--- src/rtl/spi_reg_ctrl_pkg.sv ---
// Shared types and constants for the SPI register controller.
package spi_reg_ctrl_pkg;

  typedef enum logic [1:0] {
    ST_IDLE  = 2'd0,
    ST_WRITE = 2'd1,
    ST_READ  = 2'd2
  } state_e;

  localparam logic [15:0] ID_WORD_DEFAULT = 16'h7C05;

  // Write flag position, counted down from the command word MSB
  localparam int CMD_BIT_FROM_MSB = 0;

endpackage

--- src/rtl/sync_2ff.sv ---
// Two-flop synchroniser for a single asynchronous level, with selectable reset value.
module sync_2ff #(
  parameter logic RST_VAL = 1'b0
) (
  input  logic i_clk,
  input  logic i_rst,
  input  logic d,
  output logic q
);

  logic meta_q;

  always_ff @(posedge i_clk) begin
    if (i_rst) begin
      meta_q <= RST_VAL;
      q      <= RST_VAL;
    end else begin
      meta_q <= d;
      q      <= meta_q;
    end
  end

endmodule

--- src/rtl/spi_reg_ctrl.sv ---
// SPI word-level register controller: command decode, config/status register
// file, auto-incrementing burst access and sticky read-only-write error.
//
// state    | meaning
// ST_IDLE  | awaiting command word, o_win shows ID_WORD
// ST_WRITE | each data word writes the current address, then increments
// ST_READ  | each word advances the address and presents its contents
module spi_reg_ctrl
  import spi_reg_ctrl_pkg::*;
#(
  parameter int WORD_SIZE = 16,
  parameter int NUM_REGS  = 8,
  parameter logic [WORD_SIZE-1:0] ID_WORD = WORD_SIZE'(ID_WORD_DEFAULT),
  localparam int ADDR_BITS = $clog2(NUM_REGS),
  localparam int NUM_CFG   = NUM_REGS / 2
) (
  input  logic                         i_clk,
  input  logic                         i_rst,
  input  logic                         i_sce,
  input  logic                         i_wstb,
  input  logic [WORD_SIZE-1:0]         i_wout,
  output logic [WORD_SIZE-1:0]         o_win,
  input  logic [NUM_CFG*WORD_SIZE-1:0] i_status,
  output logic [NUM_CFG*WORD_SIZE-1:0] o_cfg,
  output logic                         o_wr_stb,
  output logic [ADDR_BITS-1:0]         o_wr_addr,
  output logic                         o_err
);

  state_e                 state_q, state_d;
  logic [ADDR_BITS-1:0]   addr_q, addr_d;
  logic [WORD_SIZE-1:0]   win_d;
  logic [WORD_SIZE-1:0]   cfg_q [NUM_CFG];
  logic                   sce_q;
  logic                   frame_idle;
  logic                   wr_en, err_set, err_clr;
  logic [ADDR_BITS-1:0]   rd_addr;
  logic [ADDR_BITS-2:0]   rd_idx;
  logic [WORD_SIZE-1:0]   rd_data;

  sync_2ff #(.RST_VAL(1'b1)) u_sce_sync (
    .i_clk (i_clk),
    .i_rst (i_rst),
    .d     (i_sce),
    .q     (sce_q)
  );

  assign frame_idle = sce_q;

  for (genvar k = 0; k < NUM_CFG; k++) begin : g_cfg_pack
    assign o_cfg[k*WORD_SIZE +: WORD_SIZE] = cfg_q[k];
  end

  // In IDLE the word about to be read is the command's start address;
  // in READ it is the next address in the burst.
  always_comb begin
    rd_addr = (state_q == ST_IDLE) ? i_wout[ADDR_BITS-1:0] : addr_q + ADDR_BITS'(1);
    rd_idx  = rd_addr[ADDR_BITS-2:0];
    if (rd_addr[ADDR_BITS-1])
      rd_data = i_status[rd_idx*WORD_SIZE +: WORD_SIZE];
    else
      rd_data = cfg_q[rd_idx];
  end

  always_comb begin
    state_d = state_q;
    addr_d  = addr_q;
    win_d   = o_win;
    wr_en   = 1'b0;
    err_set = 1'b0;
    err_clr = 1'b0;
    if (frame_idle) begin
      state_d = ST_IDLE;
      win_d   = ID_WORD;
    end else begin
      case (state_q)
        ST_IDLE: begin
          win_d = ID_WORD;
          if (i_wstb) begin
            addr_d = i_wout[ADDR_BITS-1:0];
            if (i_wout[WORD_SIZE-1-CMD_BIT_FROM_MSB]) begin
              state_d = ST_WRITE;
            end else begin
              state_d = ST_READ;
              win_d   = rd_data;
            end
          end
        end
        ST_WRITE: begin
          if (i_wstb) begin
            addr_d = addr_q + ADDR_BITS'(1);
            if (!addr_q[ADDR_BITS-1])
              wr_en = 1'b1;
            else if (addr_q == ADDR_BITS'(NUM_REGS - 1))
              err_clr = 1'b1;
            else
              err_set = 1'b1;
          end
        end
        ST_READ: begin
          if (i_wstb) begin
            addr_d = addr_q + ADDR_BITS'(1);
            win_d  = rd_data;
          end
        end
        default: begin
          state_d = ST_IDLE;
          win_d   = ID_WORD;
        end
      endcase
    end
  end

  always_ff @(posedge i_clk) begin
    if (i_rst) begin
      state_q   <= ST_IDLE;
      addr_q    <= '0;
      o_win     <= ID_WORD;
      o_wr_stb  <= 1'b0;
      o_wr_addr <= '0;
      o_err     <= 1'b0;
      for (int k = 0; k < NUM_CFG; k++) cfg_q[k] <= '0;
    end else begin
      state_q  <= state_d;
      addr_q   <= addr_d;
      o_win    <= win_d;
      o_wr_stb <= wr_en;
      if (wr_en) begin
        cfg_q[addr_q[ADDR_BITS-2:0]] <= i_wout;
        o_wr_addr <= addr_q;
      end
      if (err_clr)
        o_err <= 1'b0;
      else if (err_set)
        o_err <= 1'b1;
    end
  end

endmodule

--- config.mk ---
export PLATFORM = sky130hd
export DESIGN_NAME = spi_reg_ctrl
export DESIGN_NICKNAME = d
export VERILOG_FILES = /design/src/rtl/spi_reg_ctrl_pkg.sv /design/src/rtl/sync_2ff.sv /design/src/rtl/spi_reg_ctrl.sv
export SDC_FILE = /design/constraint.sdc
export NUM_CORES = 1
export LEC_CHECK = 0
export CAP_MARGIN = 20
export CORE_MARGIN = 2
export CORE_UTILIZATION = 45
export CTS_BUF_LIST = sky130_fd_sc_hd__clkbuf_8
export DETAILED_ROUTE_END_ITERATION = 8
export PLACE_DENSITY = 0.9
export RECOVER_POWER = 100
export SKIP_LAST_GASP = 1
export SYNTH_ARGS = -nofsm -noshare
export SYNTH_HDL_FRONTEND = slang
export SYNTH_SLANG_ARGS = --single-unit
--- constraint.sdc ---
create_clock -name i_clk -period 2.6 [get_ports i_clk]
set_input_delay 0.26 -clock i_clk [delete_from_list [all_inputs] [get_ports i_clk]]
set_output_delay 0.26 -clock i_clk [all_outputs]
set_load 0.01 [all_outputs]
==> results.toml, run 1 <==
[sta]
tightest_slew_ns = 0.807
slew_viol_final = 0
whs_ns = 0.423
setup_viol = 0
min_period_over_period_pct = 94.1
fin_setup_tns_ns = 0
maxSlewHeadroom_pct = 46.0
rsz0062_at_grt = "false"
fmax_ghz = 0.409
period_minus_slack_ns = 2.45
skew_ns = 0.0106
hold_viol_final = 0

[floorplanning]
rows = 37
die_area_um2 = 11500
initial_core_util_pct = 46.5
io_pins = 169
die_w_um = 107
core_area_um2 = 10300
die_y_um = 107

[clock_tree]
cts_hold_buf = 0
post-cts-setup-buffers = 0
cts_tree = "done"
postCtsResizedCells = 0
clk_latency_ns = 0.36
cts-buffers-inserted = 9
root_buffer = "clkbuf_8"
cts_buffer_depth = 2
h-tree-depth = 3
clk_pin_slew_ns = 0.10
clock-sinks = 92

[synthesis]
ys_async_sr_fraction_pct = 0
ys.flop_type = "edfxtp_1"
synthesis.nets = 498
synth_seq_area_share_pct = 51.8
avgSynthCellArea_um2 = 11.8
synth_cell_types = 41
synth_edf_count = 64
synth.most_common_cell = "mux2i_1"
synthTopCellsByArea = "edfxtp_1 (40%), mux2i_1 (16%), dfxtp_1 (12%)"
ys_ff_latch = 92
synth_top_area_share_pct = 40.1
yosys-top-cells-count = "mux2i_1 (77), and2_1 (65), edfxtp_1 (64), dfxtp_1 (28), o21ai_0 (24)"
syn_inst = 407
synth.largest_area_cell = "edfxtp_1"
syn_area_um2 = 4800
yosys_warnings = 0

[routing]
dr.pass1.iters = 5
vias = 3982
wirelength_mm = 15.0
drc_errors = 0
vias_per_cell = 5.52
postRouteAntennaNets = 0
wl_per_cell_um = 20.9
drt_iter0_drc = 223

[global_route]
antenna_found_initial = 0
grt_usage_pct = 25.8
grt_pass1_wl_mm = 22.4
grt_start_max_net_pins = 27
grt-ovfl-total = 0
grt_pass1_vias = 4083

[critical_path]
arrival_ns = 2.73
rrSetupSlack_ns = 0.15
endpoint_kind = "flop"
crit_path_start_kind = "flop"
worstSetupPathType = "reg -> reg"
required_ns = 2.89
crit_fanout = 26

[worst_hold_path]
hold_class = "reg -> reg"

[layout]
fin_nets = 671
diodes = 0
multiInputGateArea_um2 = 2150
drive_above_1_share_pct = 6.67
fill_cells = 798
ff_latch_area_um2 = 2480
layout-area-overhead-vs-synth_pct = 42.2

[power_and_ir_drop]
max-vdd-ir-drop_v = 0.000286
p_leak_nw = 2.77
powerDensity_nw_per_um2 = 445

[placed_design]
dpl.hpwl_mm = 11.5
port_buffers = 168
place.gp.congestion = 0.911

[outcome]
status = "finished, final reports clean"

[flow_run]
cap_viol_max_count = 0
-- layer usage --
| layer | track usage [%] | share of wire, % | vias up |
|---|---|---|---|
| li1 | - | - | 1853 |
| met1 | 31.1 | 39 | 1912 |
| met2 | 44.8 | 50 | 179 |
| met3 | 5.29 | 8.0 | 38 |
| met4 | 10.3 | 3.4 | 0 |
| met5 | 0 | 0 | - |
-- cell usage in the layout, fill, tap and decap left out, types with 3 or more instances in the layout --
| cell type | netlist | final |
|---|---|---|
| or2_1 | 1 | 3 |
| clkbuf_8 | 0 | 9 |
| buf_4 | 2 | 8 |
| mux2_2 | 3 | 3 |
| or2_2 | 5 | 3 |
| mux2i_1 | 77 | 75 |
| a21oi_1 | 15 | 15 |
| o21ai_0 | 24 | 24 |
| mux2_1 | 4 | 4 |
| dfxtp_1 | 28 | 27 |
| nor2_1 | 17 | 17 |
| inv_1 | 10 | 10 |
| a221oi_1 | 6 | 6 |
| ha_1 | 7 | 7 |
| and2_0 | 0 | 39 |
| edfxtp_1 | 64 | 64 |
| a221o_1 | 15 | 15 |
| dlygate4sd3_1 | 0 | 88 |
| clkbuf_1 | 9 | 6 |
| nand2_1 | 13 | 13 |
| and2_1 | 65 | 26 |
| nor2b_1 | 4 | 4 |
| clkdlybuf4s50_1 | 0 | 80 |
-- report_power, final --
| group | switching (W) | total [W] | internal (W) | leakage [nW] |
|---|---|---|---|---|
| logic | 0.000231 | 0.000502 | 0.000271 | 1.79 |
| registers | 0.0000263 | 0.00163 | 0.00160 | 0.891 |
| clock network | 0.000550 | 0.000912 | 0.000361 | 0.0881 |
-- layout make-up --
class / instances / share of cell area [%]
Clock buffer: 9 / 1.82
Clock inverter: 7 / 0.844
Inverter: 10 / 0.550
Multi-Input combinational cell: 282 / 31.5
Sequential cell: 92 / 36.4
Tap cell: 136 / 2.49
Timing Repair Buffer: 185 / 26.4
-- state kept, by name, summed over array words and instances, names as in the netlist --
| name | count |
|---|---|
| u_sce_sync.meta_q | 1 |
| u_sce_sync.q | 1 |
| cfg_q | 64 |
| o_wr_addr | 3 |
| state_q | 2 |
| addr_q | 3 |
| o_err | 1 |
| o_wr_stb | 1 |
| o_win | 16 |
-- worst max-delay path, stage by stage (launching register included) --
cell and delay, ns:
dfxtp_1 0.38, inv_1 0.09, ha_1 0.27, and2_1 0.23, or2_2 0.31, buf_4 0.28, mux2i_1 0.26, a221o_1 0.40
a21oi_1 0.15
-- final timing paths --
| kind | endpoint | from | cells after the start |
|---|---|---|---|
| setup reg to reg | o_win[5] | state_q[1] | 8 |
| hold / removal | u_sce_sync.q | u_sce_sync.meta_q | 1 |
| setup / recovery | o_win[5] | state_q[1] | 8 |
| hold reg to reg | u_sce_sync.q | u_sce_sync.meta_q | 1 |
-- kinds of logic (layout without fill, tap and decap cells) --
kind of cell	Yosys count	count (layout)	synth area share (%)
AND/OR/NAND/NOR	117	117	14.0
flip-flops	92	92	51.8
multiplexers	84	84	17.7
AO/OA/AOI/OAI	74	74	10.9
buffers and inverters	33	211	3.78
adder cells (fa/ha/maj)	7	7	1.83
-- stage by stage --
step / std cells / util, % / power [W] / area (um^2) / worst slack, ns
floorplan: 407 / - / 0.00189 / 4800 / 0.246
global placement: 705 / 64.7 / 0.00216 / 6680 / 0.225
detailed placement: 705 / 64.7 / 0.00218 / 6680 / 0.153
CTS: 721 / 66.5 / 0.00306 / 6860 / 0.125
global route: 721 / 66.1 / 0.00314 / 6820 / 0.0369
finish: 721 / 66.1 / 0.00304 / 6820 / 0.152
(Power assumes the default switching activity.)
==> inputs of run 2 (changes only) <==
--- a/config.mk
+++ b/config.mk
@@ -12,6 +12,7 @@
 export DETAILED_ROUTE_END_ITERATION = 8
 export PLACE_DENSITY = 0.9
 export RECOVER_POWER = 100
+export SKIP_CTS_REPAIR_TIMING = 1
 export SKIP_LAST_GASP = 1
 export SYNTH_ARGS = -nofsm -noshare
 export SYNTH_HDL_FRONTEND = slang
==> results of run 2 <==
Final layout, timing and power as in run 1 (identical DEF).
==> patch (config.mk and constraints of run 2) <==
Register the inputs `i_sce`, `i_wstb`, `i_wout` and `i_status` before use. The logic sees them one clock later.
--- a/src/rtl/spi_reg_ctrl.sv
+++ b/src/rtl/spi_reg_ctrl.sv
@@ -28,4 +28,16 @@
 );
 
+  logic i_sce_q;
+  logic i_wstb_q;
+  logic [WORD_SIZE-1:0] i_wout_q;
+  logic [NUM_CFG*WORD_SIZE-1:0] i_status_q;
+
+  always_ff @(posedge i_clk) begin
+    i_sce_q    <= i_sce;
+    i_wstb_q   <= i_wstb;
+    i_wout_q   <= i_wout;
+    i_status_q <= i_status;
+  end
+
   state_e                 state_q, state_d;
   logic [ADDR_BITS-1:0]   addr_q, addr_d;
@@ -42,5 +54,5 @@
     .i_clk (i_clk),
     .i_rst (i_rst),
-    .d     (i_sce),
+    .d     (i_sce_q),
     .q     (sce_q)
   );
@@ -55,8 +67,8 @@
   // in READ it is the next address in the burst.
   always_comb begin
-    rd_addr = (state_q == ST_IDLE) ? i_wout[ADDR_BITS-1:0] : addr_q + ADDR_BITS'(1);
+    rd_addr = (state_q == ST_IDLE) ? i_wout_q[ADDR_BITS-1:0] : addr_q + ADDR_BITS'(1);
     rd_idx  = rd_addr[ADDR_BITS-2:0];
     if (rd_addr[ADDR_BITS-1])
-      rd_data = i_status[rd_idx*WORD_SIZE +: WORD_SIZE];
+      rd_data = i_status_q[rd_idx*WORD_SIZE +: WORD_SIZE];
     else
       rd_data = cfg_q[rd_idx];
@@ -77,7 +89,7 @@
         ST_IDLE: begin
           win_d = ID_WORD;
-          if (i_wstb) begin
-            addr_d = i_wout[ADDR_BITS-1:0];
-            if (i_wout[WORD_SIZE-1-CMD_BIT_FROM_MSB]) begin
+          if (i_wstb_q) begin
+            addr_d = i_wout_q[ADDR_BITS-1:0];
+            if (i_wout_q[WORD_SIZE-1-CMD_BIT_FROM_MSB]) begin
               state_d = ST_WRITE;
             end else begin
@@ -88,5 +100,5 @@
         end
         ST_WRITE: begin
-          if (i_wstb) begin
+          if (i_wstb_q) begin
             addr_d = addr_q + ADDR_BITS'(1);
             if (!addr_q[ADDR_BITS-1])
@@ -99,5 +111,5 @@
         end
         ST_READ: begin
-          if (i_wstb) begin
+          if (i_wstb_q) begin
             addr_d = addr_q + ADDR_BITS'(1);
             win_d  = rd_data;
@@ -127,5 +139,5 @@
       o_wr_stb <= wr_en;
       if (wr_en) begin
-        cfg_q[addr_q[ADDR_BITS-2:0]] <= i_wout;
+        cfg_q[addr_q[ADDR_BITS-2:0]] <= i_wout_q;
         o_wr_addr <= addr_q;
       end
Formal check against the unedited RTL: not equivalent (Yosys sat finds a counterexample within 4 cycles, from zero or initial values and one cycle with i_rst high).
==> patch against run 2 <==
Clock power increased by 110%; first-iteration DRC count is 82% higher; routed wire length rose by 16%; via count increased by 17%; global-route usage fell by 3.0 points; critical endpoint is now o_win[7]$_SDFFE_PP0P_; power rose by 77%; sequential cell count increased by 82; sequential power up 83%; core utilization shrank 3.1 points; area after synthesis grew 35%; worst setup slack worse by 0.0089 ns; cell area up 29%; cell count rose by 20%.
==> patch: results (changes against run 2) <==
The via count is 4657 (+17%), and the total number of nets in the final design is 760 (+13%). For the worst ir drop on vdd, the log shows 0.0003706 V (+30%). The leading register cell type out of synthesis was dfxtp_1. For the count of routing violations after the opening detailed-route iteration, the log shows 405 (+82%). For the final estimated routing congestion in global placement, the log shows 0.9165 (+0.59%).

For the standby leakage power, the log shows 3.638 nW (+31%). The global-route wire length before repair is 25210 um (+13%), and the later-pin clock latency in the skew report is 0.47 ns (+0.11 ns). The run gives 2.86 ns (+0.13 ns) as the worst path arrival time. The share of layout cells above drive strength 1 came out at 0.09238 (+0.02571). The kind of path behind the tightest hold check was in2reg. For the number of distinct standard cells referenced by the synthesized netlist, the log shows 45 (+9.8%). Half-perimeter wire length after placement: 12900 um (+12%). The logs give 17 (+8) for the number of buffers added by the clock tree synthesis step and 4 (+1) for the number of H-tree levels. Sorting the synthesized cells by area gives the leading types as dfxtp_1 (34%), edfxtp_1 (30%), mux2i_1 (12%), and2_1 (6.2%), a221o_1 (2.3%). The tools report the antenna diode count as 0 (unchanged).

The transition time at the pin with the least slew margin was 1.083 ns (+0.2757 ns); the overall global routing resource usage was 0.2273 (-0.03025). Worst clock skew: 0.01274 ns (+0.002182 ns). The number of buffers between clock root and the deepest sink was 2 (unchanged).

The flow ran to the end, and the final reports show no timing, DRC or antenna violations. The logs give 31 (+15%) for the maximum number of pins on one net before global-route repair and 17510 um (+16%) for the total wire length. In the final layout, the registers with the most flip-flops are cfg_q (64), i_status_q (64).

Post-synthesis net count: 580 (+16%). The commonest cells after synthesis are dfxtp_1 (110), mux2i_1 (75), and2_1 (64), edfxtp_1 (64), o21ai_0 (24). The sequential area share after synthesis is 0.6381 (+0.1205). The highest fanout seen on the critical path is 13 (-50%).

The number of global-route vias before repair was 4646 (+14%); the count of filler cells inserted in the layout was 1016 (+27%).
-- patch: path summary, 6_finish.rpt --
check	start	endpoint	slack, ns	cells past startpoint
worst max-delay path	state_q[0]$_SDFFE_PP0P_	o_win[7]$_SDFFE_PP0P_	0.14	8
worst min-delay path	i_wout[9]	i_wout_q[9]$_DFF_P_	0.32	1
worst min register to register	i_sce_q$_DFF_P_	u_sce_sync.meta_q$_SDFF_PP1_	0.42	1
worst max register to register	state_q[0]$_SDFFE_PP0P_	o_win[7]$_SDFFE_PP0P_	0.14	8
-- patch: area by class of cell --
type                       instances  area share
clock buffer                      19     0.02981
clock inverter                    13     0.01583
inverter                          10    0.004279
multi-input combinational        282      0.2496
sequential                       174      0.4701
tap                              180     0.02567
timing repair buffer             184      0.2047
-- patch: power breakdown --
group | total (mW) | leakage [nW] | internal, mW | switching, mW
sequential | 2.98 | 1.58 | 2.92 | 0.0611
combinational | 0.480 | 1.85 | 0.255 | 0.225
clock | 1.90 | 0.207 | 0.912 | 0.989
-- patch: stage by stage --
stage          utilization  worst slack [ns]  std cells  cell area (um2)  hold slack (ns)
2_1_floorplan            -            0.2459        489             6462           0.2877
3_3_place_gp        0.6024            0.2883        830             8394           0.4001
3_5_place_dp        0.6024            0.1695        830             8394           0.3954
4_1_cts             0.6311            0.1689        862             8795           0.1972
5_1_grt             0.6295          0.001049        862             8772           0.3175
6_report            0.6295            0.1433        862             8772           0.3231
-- patch: critical path: stages, from the launching register on --
cell and delay [ns]:
dfxtp_1 0.34, inv_1 0.10, ha_1 0.59, mux2i_4 0.35
buf_4 0.25, mux2i_1 0.10, mux2i_1 0.35, o21ai_0 0.16
a21oi_1 0.14
-- patch: per-layer routing --
layer	part of all wire	global-route usage	vias up
li1	-	-	2123
met1	0.38	0.2786	2210
met2	0.48	0.3747	281
met3	0.11	0.06044	43
met4	0.030	0.1051	0
met5	0	0	-
-- patch: cells by family after synthesis --
kind of cell               after synthesis  synth area share
DFF                                    174            0.6381
muxes                                   83            0.1353
and+or+nand+nor                        117            0.1042
adders and majority gates                7           0.01355
buffers and inverters                   33           0.02652
AOI/OAI and AO/OA                       75           0.08229
